[src/rtl/mips_ctrl_pkg.sv]
// Shared encodings for the multicycle MIPS control path: ALU ops, opcodes,
// funct codes, operand/PC select values and the controller state enumeration.
package mips_ctrl_pkg;

  typedef enum logic [2:0] {
    ALU_SLL = 3'd0,
    ALU_OR  = 3'd1,
    ALU_SRL = 3'd2,
    ALU_AND = 3'd3,
    ALU_ADD = 3'd4,
    ALU_NOR = 3'd5,
    ALU_SUB = 3'd6
  } alu_op_t;

  localparam logic [5:0] OP_RTYPE = 6'h00;
  localparam logic [5:0] OP_J     = 6'h02;
  localparam logic [5:0] OP_BEQ   = 6'h04;
  localparam logic [5:0] OP_BNE   = 6'h05;
  localparam logic [5:0] OP_ADDI  = 6'h08;
  localparam logic [5:0] OP_ANDI  = 6'h0C;
  localparam logic [5:0] OP_ORI   = 6'h0D;
  localparam logic [5:0] OP_LW    = 6'h23;
  localparam logic [5:0] OP_SW    = 6'h2B;

  localparam logic [5:0] FN_SLL = 6'h00;
  localparam logic [5:0] FN_SRL = 6'h02;
  localparam logic [5:0] FN_ADD = 6'h20;
  localparam logic [5:0] FN_SUB = 6'h22;
  localparam logic [5:0] FN_AND = 6'h24;
  localparam logic [5:0] FN_OR  = 6'h25;
  localparam logic [5:0] FN_NOR = 6'h27;

  localparam logic [1:0] SRC_A_PC    = 2'd0;
  localparam logic [1:0] SRC_A_REG   = 2'd1;
  localparam logic [1:0] SRC_A_SHAMT = 2'd2;

  localparam logic [1:0] SRC_B_REG    = 2'd0;
  localparam logic [1:0] SRC_B_FOUR   = 2'd1;
  localparam logic [1:0] SRC_B_IMM    = 2'd2;
  localparam logic [1:0] SRC_B_IMM_SH = 2'd3;

  localparam logic [1:0] PC_SRC_ALU    = 2'd0;
  localparam logic [1:0] PC_SRC_ALUOUT = 2'd1;
  localparam logic [1:0] PC_SRC_JUMP   = 2'd2;

  typedef enum logic [3:0] {
    S_FETCH,
    S_DECODE,
    S_MEMADR,
    S_MEMRD,
    S_MEMWB,
    S_MEMWR,
    S_EXEC,
    S_ALUWB,
    S_IMMEX,
    S_IMMWB,
    S_BRANCH,
    S_JUMP,
    S_TRAP
  } state_t;

endpackage

[src/rtl/mips_multicycle_ctrl_alu_op_decoder.sv]
// R-type funct decoder: selects the ALU operation, flags shifts (which take
// shamt as operand A) and reports whether the funct is supported.
module alu_op_decoder
  import mips_ctrl_pkg::*;
(
  input  logic [5:0] funct,
  output alu_op_t    alu_op,
  output logic       shift_sel,
  output logic       valid
);

  always_comb begin
    alu_op    = ALU_ADD;
    shift_sel = 1'b0;
    valid     = 1'b1;
    case (funct)
      FN_ADD: alu_op = ALU_ADD;
      FN_SUB: alu_op = ALU_SUB;
      FN_AND: alu_op = ALU_AND;
      FN_OR:  alu_op = ALU_OR;
      FN_NOR: alu_op = ALU_NOR;
      FN_SLL: begin
        alu_op    = ALU_SLL;
        shift_sel = 1'b1;
      end
      FN_SRL: begin
        alu_op    = ALU_SRL;
        shift_sel = 1'b1;
      end
      default: valid = 1'b0;
    endcase
  end

endmodule

[src/rtl/mips_multicycle_ctrl.sv]
// Multicycle MIPS main control FSM with memory wait-timeout.
// Define ILLEGAL_TRAP_EN to make illegal instructions lock the FSM in TRAP.
module mips_multicycle_ctrl
  import mips_ctrl_pkg::*;
#(
  parameter int MAX_WAIT = 255,
  parameter int WAIT_W   = 8
) (
  input  logic       clk,
  input  logic       reset,
  input  logic [5:0] opcode,
  input  logic [5:0] funct,
  input  logic       zero,
  input  logic       mem_ready,
  output logic [2:0] alu_op,
  output logic [1:0] alu_src_a,
  output logic [1:0] alu_src_b,
  output logic       ext_zero,
  output logic [1:0] pc_src,
  output logic       pc_en,
  output logic       iord,
  output logic       mem_read,
  output logic       mem_write,
  output logic       ir_write,
  output logic       reg_dst,
  output logic       mem_to_reg,
  output logic       reg_write,
  output logic       bus_err,
  output logic       illegal,
  output state_t     dbg_state
);

`ifdef ILLEGAL_TRAP_EN
  localparam state_t ILL_NEXT = S_TRAP;
`else
  localparam state_t ILL_NEXT = S_FETCH;
`endif

  state_t              state_q, state_d;
  logic [WAIT_W-1:0]   cnt_q, cnt_d;
  alu_op_t             dec_op;
  logic                dec_shift, dec_valid;
  logic                wait_state, timeout;

  alu_op_decoder u_alu_op_decoder (
    .funct     (funct),
    .alu_op    (dec_op),
    .shift_sel (dec_shift),
    .valid     (dec_valid)
  );

  // Memory handshake: a request in FETCH/MEMRD/MEMWR is held until the cycle
  // mem_ready is high, which completes it; mem_ready is ignored elsewhere.
  assign wait_state = (state_q == S_FETCH) || (state_q == S_MEMRD) || (state_q == S_MEMWR);
  assign timeout    = wait_state && !mem_ready && (cnt_q == WAIT_W'(MAX_WAIT));
  assign dbg_state  = state_q;

  always_ff @(posedge clk or posedge reset) begin
    if (reset) begin
      state_q <= S_FETCH;
      cnt_q   <= '0;
    end else begin
      state_q <= state_d;
      cnt_q   <= cnt_d;
    end
  end

  always_comb begin
    state_d    = state_q;
    cnt_d      = '0;
    alu_op     = ALU_ADD;
    alu_src_a  = SRC_A_PC;
    alu_src_b  = SRC_B_REG;
    ext_zero   = 1'b0;
    pc_src     = PC_SRC_ALU;
    pc_en      = 1'b0;
    iord       = 1'b0;
    mem_read   = 1'b0;
    mem_write  = 1'b0;
    ir_write   = 1'b0;
    reg_dst    = 1'b0;
    mem_to_reg = 1'b0;
    reg_write  = 1'b0;
    bus_err    = 1'b0;
    illegal    = 1'b0;

    // Counter is zero on every entry to a wait state because all other
    // states and every completion/timeout leave it cleared.
    if (wait_state && !mem_ready && !timeout) cnt_d = cnt_q + WAIT_W'(1);

    case (state_q)
      S_FETCH: begin
        mem_read  = 1'b1;
        alu_src_b = SRC_B_FOUR;
        ir_write  = mem_ready;
        pc_en     = mem_ready;
        if (mem_ready) state_d = S_DECODE;
      end
      S_DECODE: begin
        alu_src_b = SRC_B_IMM_SH;
        case (opcode)
          OP_LW, OP_SW:             state_d = S_MEMADR;
          OP_RTYPE:                 state_d = S_EXEC;
          OP_ADDI, OP_ANDI, OP_ORI: state_d = S_IMMEX;
          OP_BEQ, OP_BNE:           state_d = S_BRANCH;
          OP_J:                     state_d = S_JUMP;
          default: begin
            illegal = 1'b1;
            state_d = ILL_NEXT;
          end
        endcase
      end
      S_MEMADR: begin
        alu_src_a = SRC_A_REG;
        alu_src_b = SRC_B_IMM;
        state_d   = (opcode == OP_SW) ? S_MEMWR : S_MEMRD;
      end
      S_MEMRD: begin
        iord     = 1'b1;
        mem_read = 1'b1;
        if (mem_ready) state_d = S_MEMWB;
      end
      S_MEMWB: begin
        mem_to_reg = 1'b1;
        reg_write  = 1'b1;
        state_d    = S_FETCH;
      end
      S_MEMWR: begin
        iord      = 1'b1;
        mem_write = 1'b1;
        if (mem_ready) state_d = S_FETCH;
      end
      S_EXEC: begin
        alu_op    = dec_op;
        alu_src_a = dec_shift ? SRC_A_SHAMT : SRC_A_REG;
        if (dec_valid) begin
          state_d = S_ALUWB;
        end else begin
          illegal = 1'b1;
          state_d = ILL_NEXT;
        end
      end
      S_ALUWB: begin
        reg_dst   = 1'b1;
        reg_write = 1'b1;
        state_d   = S_FETCH;
      end
      S_IMMEX: begin
        alu_src_a = SRC_A_REG;
        alu_src_b = SRC_B_IMM;
        case (opcode)
          OP_ANDI: begin
            alu_op   = ALU_AND;
            ext_zero = 1'b1;
          end
          OP_ORI: begin
            alu_op   = ALU_OR;
            ext_zero = 1'b1;
          end
          default: alu_op = ALU_ADD;
        endcase
        state_d = S_IMMWB;
      end
      S_IMMWB: begin
        reg_write = 1'b1;
        state_d   = S_FETCH;
      end
      S_BRANCH: begin
        alu_op    = ALU_SUB;
        alu_src_a = SRC_A_REG;
        pc_src    = PC_SRC_ALUOUT;
        pc_en     = (opcode == OP_BNE) ? ~zero : zero;
        state_d   = S_FETCH;
      end
      S_JUMP: begin
        pc_src  = PC_SRC_JUMP;
        pc_en   = 1'b1;
        state_d = S_FETCH;
      end
      S_TRAP: begin
        illegal = 1'b1;
        state_d = S_TRAP;
      end
      default: state_d = S_FETCH;
    endcase

    if (timeout) begin
      mem_read  = 1'b0;
      mem_write = 1'b0;
      ir_write  = 1'b0;
      pc_en     = 1'b0;
      bus_err   = 1'b1;
      state_d   = S_FETCH;
    end

    // Nothing may take effect while reset is held, even combinationally.
    if (reset) begin
      pc_en     = 1'b0;
      mem_read  = 1'b0;
      mem_write = 1'b0;
      ir_write  = 1'b0;
      reg_write = 1'b0;
      bus_err   = 1'b0;
      illegal   = 1'b0;
    end
  end

endmodule

[config.mk]
export PLATFORM = sky130hd
export DESIGN_NAME = mips_multicycle_ctrl
export DESIGN_NICKNAME = d
export VERILOG_FILES = /design/src/rtl/mips_ctrl_pkg.sv /design/src/rtl/mips_multicycle_ctrl_alu_op_decoder.sv /design/src/rtl/mips_multicycle_ctrl.sv
export SDC_FILE = /design/constraint.sdc
export NUM_CORES = 1
export LEC_CHECK = 0
export ABC_AREA = 1
export BUFFER_PORTS_ARGS = -buffer_cell sky130_fd_sc_hd__buf_2
export CORE_MARGIN = 2
export CORE_UTILIZATION = 50
export DETAILED_ROUTE_END_ITERATION = 16
export GPL_TIMING_DRIVEN = 1
export PLACE_DENSITY = 0.89
export SLEW_MARGIN = 20
export SYNTH_ARGS = -nofsm -noshare
export SYNTH_HDL_FRONTEND = slang
export SYNTH_SLANG_ARGS = --single-unit
export TNS_END_PERCENT = 1
[constraint.sdc]
create_clock -name clk -period 1.8 [get_ports clk]
set_input_delay 0.45 -clock clk [delete_from_list [all_inputs] [get_ports clk]]
set_output_delay 0.45 -clock clk [all_outputs]
set_load 0.05 [all_outputs]
# Word-level counts from Yosys, hierarchy flattened
# Cells that the tools add are included.
[op_classes]
eq_ne = 30
n_addsub = 1
n_reduce_logical = 23
mux = 44
bitwise = 1
[ops]
columns = ["cell", "count"]
rows = [
  ["6-bit equality test (second input constant)", 7],
  ["4-bit case mux with 8 select lines", 1],
  ["1-bit two-way mux", 26],
  ["4-bit equality test (second input constant)", 5],
  ["4-bit case mux with 5 select lines", 1],
  ["6-bit by 4-bit equality test with 1-bit output (second input constant)", 3],
  ["3-bit case mux with 6 select lines", 1],
  ["4-bit by 3-bit equality test with 1-bit output (second input constant)", 4],
  ["4-bit two-way mux", 4],
  ["2-bit OR reduction", 7],
  ["6-bit by 2-bit equality test with 1-bit output (second input constant)", 2],
  ["6-bit by 3-bit equality test with 1-bit output (second input constant)", 2],
  ["6-bit logical NOT", 2],
  ["3-bit inequality test (second input constant)", 3],
  ["3-bit case mux with 3 select lines", 1],
  ["3-bit OR reduction", 3],
  ["9-bit OR reduction", 1],
  ["8-bit by 1-bit adder with 8-bit output (second input constant)", 1],
  ["4-bit by 2-bit equality test with 1-bit output (second input constant)", 2],
  ["8-bit equality test (second input constant)", 1],
  ["8-bit two-way mux", 1],
  ["2-bit case mux with 2 select lines", 2],
  ["7-bit OR reduction", 1],
  ["3-bit two-way mux", 2],
  ["11 further kinds", 16],
]
[totals]
ff_bits = 12
inputBits = 16
elab_cells = 101
output_inout_bits = 24

# Depth between registers and ports, before layout
[logic_depth]
ltp_word = 8
ltp_mapped = 9
ltp_nobuf = 9

# By module
# Synthesis repeated with hierarchy kept, for this count alone.
[unflattened]
cells_unflattened = 209
hier_area_um2 = 1226.2
[modules_own_cells]
columns = ["module", "area_each_um2", "seq_area_each_um2", "cells_per_inst", "instances"]
rows = [
  ["mips_multicycle_ctrl", 1086.0, 300.3, 182, 1],
  ["alu_op_decoder", 140.1, 0.0, 27, 1],
]

# Worst setup path before layout
# OpenSTA, ideal clock, no wires.
[synth_timing]
path_kind = "reg2out"
start = "reg state_q[3], in the netlist dbg_state[3]"
end = "out pc_en"
required_ns = 1.350
slack_ns = -1.247
stages_incl_launch_ff = 5
arrival_time_ns = 2.597
cell_sequence = "dfrtp_1 -> nand2_1 -> nor2_1 -> nand2_1 -> a21oi_1"
[synth_via]
elab_chain_len = 7
word_cells_on_any_way = 12
classes_between = "eq/ne: 4; mux: 3; reduce/logical: 5"
[synth_lines]
columns = ["item", "line_no", "source"]
rows = [
  ["start: declaration", "mips_multicycle_ctrl.sv:39", "state_t state_q, state_d;"],
  ["start signal: assignment", "mips_multicycle_ctrl.sv:63", "state_q <= state_d;"],
  ["4-bit by 2-bit equality test with 1-bit output or 4-bit logical NOT (tied branches)", "mips_multicycle_ctrl.sv:54, mips_multicycle_ctrl.sv:91", ""],
  ["1-bit logical OR (2 in a row)", "mips_multicycle_ctrl.sv:54", "assign wait_state = (state_q == S_FETCH) || (state_q == S_MEMRD) || (state_q == S_MEMWR);"],
  ["1-bit logical AND (2 in a row)", "mips_multicycle_ctrl.sv:55", "assign timeout = wait_state && !mem_ready && (cnt_q == WAIT_W'(MAX_WAIT));"],
  ["1-bit two-way mux *", "mips_multicycle_ctrl.sv:187", "if (timeout) begin"],
  ["1-bit two-way mux *", "mips_multicycle_ctrl.sv:197", "if (reset) begin"],
  ["end: declaration", "mips_multicycle_ctrl.sv:20", "output logic pc_en,"],
]
# Every way passes the cells marked *; elsewhere a longest branch is shown, timed or not.

# Final worst setup path
[layout_timing]
start = "reg state_q[0], in the netlist dbg_state[0]"
end = "out alu_op[1]"
[layout_via]
elab_chain_len = 2
word_cells_on_any_way = 4
classes_between = "eq/ne: 3; mux: 1"
[layout_lines]
columns = ["item", "line_no", "source"]
rows = [
  ["4-bit equality test or 4-bit by 3-bit equality test with 1-bit output (tied branches)", "mips_multicycle_ctrl.sv:91", "case (state_q)"],
  ["3-bit case mux with 3 select lines *", "mips_multicycle_ctrl.sv:91", ""],
  ["end: declaration", "mips_multicycle_ctrl.sv:15", "output logic [2:0] alu_op,"],
]
# Marks and branches as above.

==> reports/metrics.csv <==
metric,value,unit
status,"complete, but fails checks",
violations in the final reports,negative setup slack,
I/O pin cnt,40,
reg2reg path depth,9,
Clock Latency Late Sink,0.29,ns
Power Density,1530,nW/µm²
Vias/cell,6.662,
vias in the first global route,1590,
final worst path period share,127.4,%
CTS tree,done,
"Seq/Total Area, Yosys",25.29,%
worst hold path type,input port to async pin,
Pint,1.364,mW
"EDFF count, synth",0,
CTS buffer count,3,
Port Buffers,39,
Yosys reg bits,12,
CTS root buf,clkbuf_4,
largest net degree at the start of global routing,9,
initial core utilization,53.17,%
FF-to-FF Start,dbg_state[1]$_DFFE_PP0P_,
routed vias,2072,
Slew Limit Fails,0,
Clk network pwr share,6.9,%
Tmin final,2.294,ns
worst slew pin tran,0.5231,ns
relative slew slack,65.12,%
Hold Fails Final Rpt,0,
reg2reg end,dbg_state[0]$_DFFE_PP0P_,
Async SR Flop Fraction,100.0,%
Yosys top cell area share,25.29,%
synthesized instance count,199,
Post-Syn Area,1187,µm²
cts hold-fix bufs,0,
startpoint class of the critical path,flop,
Synth-to-Final Area Change,80.72,%
CP endpoint,alu_op[1],
synth warn,0,
Post-Place Setup Slack,-0.1842,ns
drt pass-1 iters,6,
cell with the most instances after synthesis,nor2_1,
1st-iter DRT viols,219,
crit path DAT,1.84,ns
Synth area leader,dfrtp_1,
P_leak,1.122,nW
final hold slack,0.3945,ns
CP Class,flop to primary output,
Synth top cells by count,"nor2_1 (47), nand2_1 (39), inv_1 (31)",
global-route wire length before repair,7452,µm
setup TNS,-5.683,ns
Antenna Nets Post-Route,0,
post-synthesis net count,216,
clock-pin slew on the worst setup and hold paths,0.09,ns
DRC,0,
GPL Wtd Cong,0.9024,
Yosys cell types,26,
setup ws final,-0.4936,ns
Psw,1.919,mW
nature of the critical path endpoint,primary output,
worst endpoint required time,1.35,ns
synth top area cells,"dfrtp_1 (25%), nor2_1 (15%), nand2_1 (12%), inv_1 (9.8%), nand3_1 (7.6%)",
die area,2780,µm²
unrepaired setup endpoints after global routing,yes,
switching share of power,58.45,%
Die Ht,52.73,µm
# diodes,0,
final WL,7204,µm
max cap viols,0,
GRT Total Usage,37.08,%
crit path launch,dbg_state[0]$_DFFE_PP0P_,
H-tree Lvls,1,
primary flip-flop cell chosen by synthesis mapping,dfrtp_1,
final setup vio count,22,
share of cells above drive strength 1,52.30,%
"critical path fanouts, max",5,
Clock Sinks,12,
die width,52.73,µm
worst vdd ir,0.001183,V
Clock Skews,0.01513,ns
fmax,0.4360,GHz
hpwl dp,2761,µm
Max clock buf depth,2,
Congestion Overflow GR,0,
flop-to-flop setup slack,-0.15,ns
Final nets,301,
Routed WL per cell,23.16,µm
initial antenna violation count,0,
Logic pwr share,80.2,%
Seq pwr share,12.9,%
Synth Area per Inst,5.967,µm²
core area,2233,µm²
FP Rows,17,
[how the worst min path moves through the flow]
| stage | from | cells past startpoint | endpoint |
|---|---|---|---|
| floorplan | reset | 1 | cnt_q[0]$_DFF_PP0_ |
| CTS | reset | 3 | cnt_q[0]$_DFF_PP0_ |
| detailed placement | cnt_q[0]$_DFF_PP0_ | 2 | cnt_q[0]$_DFF_PP0_ |
| finish | reset | 3 | cnt_q[0]$_DFF_PP0_ |
| global placement | cnt_q[0]$_DFF_PP0_ | 2 | cnt_q[0]$_DFF_PP0_ |
| global route | reset | 3 | cnt_q[0]$_DFF_PP0_ |
[cells in the final DEF, fill, tap and decap left out, drive strengths merged]
cell and count:
a31oi 1, o21ai 8, nor2 50, xor2 2
o211ai 1, o221ai 1, xnor2 1, a21oi 6
inv 36, nand2 45, o22ai 1, buf 80
clkbuf 4, a211oi 1, o21bai 1, ha 1
dfrtp 12, nand3 19, nand4 8, nor3 5
[area by class of cell]
type | instances | area [µm²]
Clock buffer | 4 | 36.28
Fill cell | 52 | 87.58
Inverter | 36 | 150.1
Multi-Input combinational cell | 151 | 963.4
Sequential cell | 12 | 305.3
Tap cell | 28 | 35.03
Timing Repair Buffer | 80 | 655.6
[logic make-up (layout without fill, tap and decap cells)]
logic type,count (synthesis),in the layout,share of synthesized area [%]
AO/OA/AOI/OAI,20,20,10.85
XOR/XNOR,3,3,2.213
adder cells (fa/ha/maj),1,1,1.054
buffers and inverters,36,120,11.38
flip-flops,12,12,25.29
AND/OR/NAND/NOR,127,127,49.21
[critical path, stage by stage (launching register included)]
cell and delay (ns):
dfrtp_2 0.50, nor2_2 0.27, nand2_2 0.17, nor2_4 0.14, nand2_1 0.13, nand4_1 0.15, buf_6 0.17
[state kept, by name (all words and copies together) (netlist names)]
name and cells:
cnt_q 8, dbg_state 4
[layer usage]
metal  GRT usage, %  part of all wire, %
met1          46.29                   32
met4          12.82                   11
met3          7.143                   13
met2          63.13                   43
met5              0                    0
[per-stage QoR]
| step | area, µm² | instances | total power, mW | util (%) |
|---|---|---|---|---|
| 4_1_cts | 1972 | 308 | 2.718 | 88.29 |
| 2_1_floorplan | 1251 | 199 | 1.582 | - |
| 6_report | 2146 | 311 | 3.283 | 96.08 |
| 5_1_grt | 2146 | 311 | 3.388 | 96.08 |
| 3_3_place_gp | 1737 | 300 | 2.145 | 77.76 |
| 3_5_place_dp | 1737 | 300 | 2.170 | 77.76 |
[power by group through the flow]
stage,Sequential [mW],Clock [mW],Combinational [mW]
floorplan,0.520,0,1.06
global placement,0.388,0,1.76
detailed placement,0.390,0,1.78
CTS,0.391,0.216,2.11
global route,0.424,0.244,2.72
finish,0.424,0.226,2.63
[repair_timing]
action,CTS,global route
pin swaps,9,13
cloned,0,0
setup endpoints to repair,18,20
setup buffers,4,3
resized for setup,57,38
Note: power is estimated with default switching activity, not from simulation.
